<file path="src/rtl/adder_pkg.sv">
// adder_pkg: shared width default, operand type and a golden add helper.
// Imported by the adder top and by benches.
package adder_pkg;

    localparam int ADDER_WIDTH_DEFAULT = 8;

    typedef logic [ADDER_WIDTH_DEFAULT-1:0] operand_t;

    // Reference {carry,sum} at full precision, for benches.
    function automatic logic [ADDER_WIDTH_DEFAULT:0] golden_add(
        input operand_t a,
        input operand_t b
    );
        return {1'b0, a} + {1'b0, b};
    endfunction

endpackage

</file>
<file path="src/rtl/adder_full_adder.sv">
// full_adder: one-bit full adder cell of the ripple chain.
// Ports: a, b, cin in; s (sum bit), cout (carry to next bit) out.
module full_adder (
    input  logic a,
    input  logic b,
    input  logic cin,
    output logic s,
    output logic cout
);

    logic p;

    assign p    = a ^ b;
    assign s    = p ^ cin;
    assign cout = (a & b) | (cin & p);

endmodule

</file>
<file path="src/rtl/adder.sv">
// adder: registered unsigned ripple-carry adder with a valid flag.
// Ports: clk_i, rst_ni, valid_i, a_i, b_i in; valid_o, sum, carry out.
module adder
    import adder_pkg::*;
#(
    parameter int WIDTH = ADDER_WIDTH_DEFAULT
) (
    input  logic             clk_i,
    input  logic             rst_ni,
    input  logic             valid_i,
    input  logic [WIDTH-1:0] a_i,
    input  logic [WIDTH-1:0] b_i,
    output logic             valid_o,
    output logic [WIDTH-1:0] sum,
    output logic             carry
);

    logic [WIDTH:0]   c;
    logic [WIDTH-1:0] s;

    // No carry-in: chain starts at zero.
    assign c[0] = 1'b0;

    for (genvar k = 0; k < WIDTH; k++) begin : g_bit
        full_adder u_fa (
            .a    (a_i[k]),
            .b    (b_i[k]),
            .cin  (c[k]),
            .s    (s[k]),
            .cout (c[k+1])
        );
    end

    // Result registers load only on valid, so idle operands never reach them.
    always_ff @(posedge clk_i or negedge rst_ni) begin
        if (!rst_ni) begin
            sum     <= '0;
            carry   <= 1'b0;
            valid_o <= 1'b0;
        end else begin
            valid_o <= valid_i;
            if (valid_i) begin
                sum   <= s;
                carry <= c[WIDTH];
            end
        end
    end

endmodule

</file>
<file path="config.mk">
export PLATFORM = sky130hd
export DESIGN_NAME = adder
export DESIGN_NICKNAME = d
export VERILOG_FILES = /design/src/rtl/adder_pkg.sv /design/src/rtl/adder_full_adder.sv /design/src/rtl/adder.sv
export SDC_FILE = /design/constraint.sdc
export NUM_CORES = 1
export LEC_CHECK = 0
export CAP_MARGIN = 20
export CELL_PAD_IN_SITES_DETAIL_PLACEMENT = 0
export CELL_PAD_IN_SITES_GLOBAL_PLACEMENT = 2
export CORE_MARGIN = 2
export CORE_UTILIZATION = 24
export DETAILED_ROUTE_END_ITERATION = 10
export PLACE_DENSITY_LB_ADDON = 0.15
export SLEW_MARGIN = 20
export SYNTH_ARGS = -nofsm -noshare
export SYNTH_HDL_FRONTEND = slang
export SYNTH_HIERARCHICAL = 1
export SYNTH_SLANG_ARGS = --single-unit
</file>
<file path="constraint.sdc">
create_clock -name clk_i -period 1.1 [get_ports clk_i]
set_clock_uncertainty 0.2 [all_clocks]
set_input_delay 0.11 -clock clk_i [delete_from_list [all_inputs] [get_ports clk_i]]
set_output_delay 0.11 -clock clk_i [all_outputs]
set_load 0.005 [all_outputs]
</file>
==> load_flow_metrics.sql <==
INSERT INTO impl_metrics (metric_group, metric, value, unit) VALUES
('outcome', 'result_of_the_run', 'finished with violations', ''),
('outcome', 'violations', 'negative setup slack', ''),
('setup_path', 'timing.critical_path.fanout_max', '1', ''),
('detailed_routing', 'route.detailed.vias_per_inst', '3.98', ''),
('setup_path', 'worstSetupEndpointType', 'flop', ''),
('clock_network', 'clk_root_buffer_cell', 'sky130_fd_sc_hd__clkbuf_4', ''),
('setup_path', 'cp_data_arrival_time', '3.34', 'ns'),
('timing', 'rsz0062_at_grt', 'true', ''),
('power_and_ir_drop', 'power.density', '1230', 'mW/mm^2'),
('finish', 'final_cell_mix', 'sky130_fd_sc_hd__clkdlybuf4s50_1, sky130_fd_sc_hd__buf_2, sky130_fd_sc_hd__dfrtp_1', ''),
('detailed_routing', 'routed-via-count', '382', ''),
('detailed_routing', 'drt_first_pass_iters', '1', ''),
('finish', 'final_layout_size_suffix_gt1_frac', '0.588', ''),
('place', 'placement.io_buffers', '28', ''),
('finish', 'final_design_area_no_fill', '957', 'sq um'),
('global_route', 'number_of_global_route_vias_before_repair', '384', ''),
('timing', 'final_min_period_over_clock_period', '3.09', ''),
('yosys', 'yosysTopAreaCellShare', '0.446', ''),
('die', 'fp.dieH', '52.3', 'um'),
('setup_path', 'worstPathCellList', 'buf_6, fa_2, fa_2, fa_2, fa_2, fa_2, fa_2, fa_2, fa_2, mux2_4', ''),
('global_route', 'gr-usage-met2', '0.123', ''),
('yosys', 'synthDistinctLibCells', '5', ''),
('yosys', 'synth.ff_latch_count', '10', ''),
('finish', 'multiInputGateArea', '319', 'sq um'),
('yosys', 'synth_seq_area_share', '0.446', ''),
('global_route', 'gr-usage-all-layers', '0.0938', ''),
('finish', 'final-instance-count-excl-fill', '96', ''),
('setup_path', 'cp-start-kind', 'primary input', ''),
('timing', 'final.setup.worst_slack', '-2.30', 'ns'),
('timing', 'finalHoldViolations', '0', ''),
('power_and_ir_drop', 'power.share.clock', '0.202', ''),
('finish', 'n_fill_cell', '231', ''),
('power_and_ir_drop', 'p_switching', '0.286', 'mW'),
('global_route', 'grt_pass1_wl', '1730', 'um'),
('detailed_routing', 'wl', '1060', 'um'),
('power_and_ir_drop', 'power.combinational.fraction', '0.386', ''),
('setup_path', 'rr_endpoint', 'sum[2]', ''),
('yosys', 'yosys.area.top_type', 'sky130_fd_sc_hd__dfrtp_1', ''),
('setup_path', 'setup.reg_to_reg.worst_slack', '-0.08', 'ns'),
('clock_network', 'numCtsBuffers', '3', ''),
('hold_path', 'min_delay_path_depth', '3', ''),
('place', 'globalplace.congestion', '0.673', ''),
('die', 'fp.dieW', '52.3', 'um'),
('global_route', 'top_usage_layer', 'met1', ''),
('die', 'die_area', '0.00274', 'sq mm'),
('hold_path', 'holdPathEnd', 'sum[0]', ''),
('finish', 'register_area', '250', 'sq um'),
('die', 'num_rows', '17', ''),
('job', 'drv.max_cap_violation_count', '0', ''),
('setup_path', 'timing.critical_path.buf_inv', '1', ''),
('finish', 'final_nets', '97', ''),
('place', 'dp_slack', '-2.98', 'ns'),
('timing', 'report.final.setup_viol', '8', ''),
('clock_network', 'htreeDepth', '1', ''),
('setup_path', 'critical_path.max_stage_delay', '0.44', 'ns'),
('power_and_ir_drop', 'vdd_drop_max', '0.506', 'mV'),
('hold_path', 'worstHoldStart', 'b_i[0]', ''),
('power_and_ir_drop', 'total_leakage_power', '0.438', 'nW'),
('finish', 'antennaDiodeCount', '0', ''),
('finish', 'fin_util', '0.433', ''),
('setup_path', 'critPathTopFamily', 'adder cells', ''),
('detailed_routing', 'wl_per_cell', '11.0', 'um'),
('clock_network', 'worstSkewPairLatency', '0.25', 'ns'),
('yosys', 'syn_area', '561', 'sq um'),
('timing', 'fin_tns_setup', '-10.72', 'ns'),
('setup_path', 'reg2regPathDepth', '3', ''),
('setup_path', 'cpMostUsedCell', 'sky130_fd_sc_hd__fa_2', ''),
('die', 'initial_utilization', '0.253', ''),
('die', 'pin_count', '29', ''),
('place', 'postPlaceCellArea', '935', 'sq um'),
('power_and_ir_drop', 'p_seq_frac', '0.412', '');
==> state kept, by name (all words and copies together) (netlist names) <==
| register | count |
|---|---|
| carry | 1 |
| sum | 8 |
| valid_o | 1 |
==> cell usage after synthesis <==
| library cell | number |
|---|---|
| sky130_fd_sc_hd__dfrtp_1 | 10 |
| sky130_fd_sc_hd__mux2_4 | 9 |
| sky130_fd_sc_hd__fa_1 | 8 |
| sky130_fd_sc_hd__buf_6 | 1 |
| sky130_fd_sc_hd__conb_1 | 1 |
==> what timing repair did <==
| action | CTS | global route |
|---|---|---|
| gates cloned | 1 | 0 |
| hold buffers | 1 | 0 |
| pin swaps | 8 | 5 |
| endpoints found under the hold margin | 10 | 0 |
| resized for setup | 51 | 0 |
| setup endpoints to repair | 19 | 16 |
| setup buffers | 2 | 0 |
==> per-layer routing <==
| layer | up-vias | part of all wire |
|---|---|---|
| met1 | 194 | 0.41 |
| met5 | - | 0 |
| li1 | 172 | - |
| met2 | 16 | 0.50 |
| met3 | 0 | 0.086 |
| met4 | 0 | 0 |
==> power by group through the flow <==
stage          clock (mW)  combinational [mW]  sequential [mW]
2_1_floorplan           0               0.178            0.498
3_3_place_gp            0               0.494            0.497
3_5_place_dp            0               0.501            0.493
4_1_cts             0.258               0.469            0.486
5_1_grt             0.280               0.501            0.495
6_report            0.237               0.454            0.484
==> cell type report <==
class | instances | area share
Timing Repair Buffer | 37 | 0.345
Multi-Input combinational cell | 18 | 0.333
Sequential cell | 10 | 0.261
Clock buffer | 3 | 0.0235
Tap cell | 28 | 0.0366
==> cells by family (layout without fill, tap and decap cells) <==
kind of cell,Yosys count,after routing,share of synthesized area
mux,9,9,0.241
flops,10,10,0.446
other cells,1,1,0.00669
buf+inv,1,40,0.0201
fa+ha+maj,8,8,0.286
==> worst max-delay path by stage <==
stage | from | to | slack (ns)
final | b_i[0] | sum[7] | -2.30
after global routing | b_i[0] | sum[7] | -2.35
after CTS | b_i[0] | sum[7] | -2.46
after detailed placement | a_i[0] | sum[7] | -2.98
after global placement | a_i[0] | sum[7] | -2.98
after floorplan | a_i[0] | sum[7] | -2.42
==> tightest hold or removal path: stages <==
cell and delay, ns:
sky130_fd_sc_hd__buf_6 0.07, sky130_fd_sc_hd__fa_2 0.19, sky130_fd_sc_hd__mux2_4 0.13
Note: power is estimated with default switching activity, not from simulation.
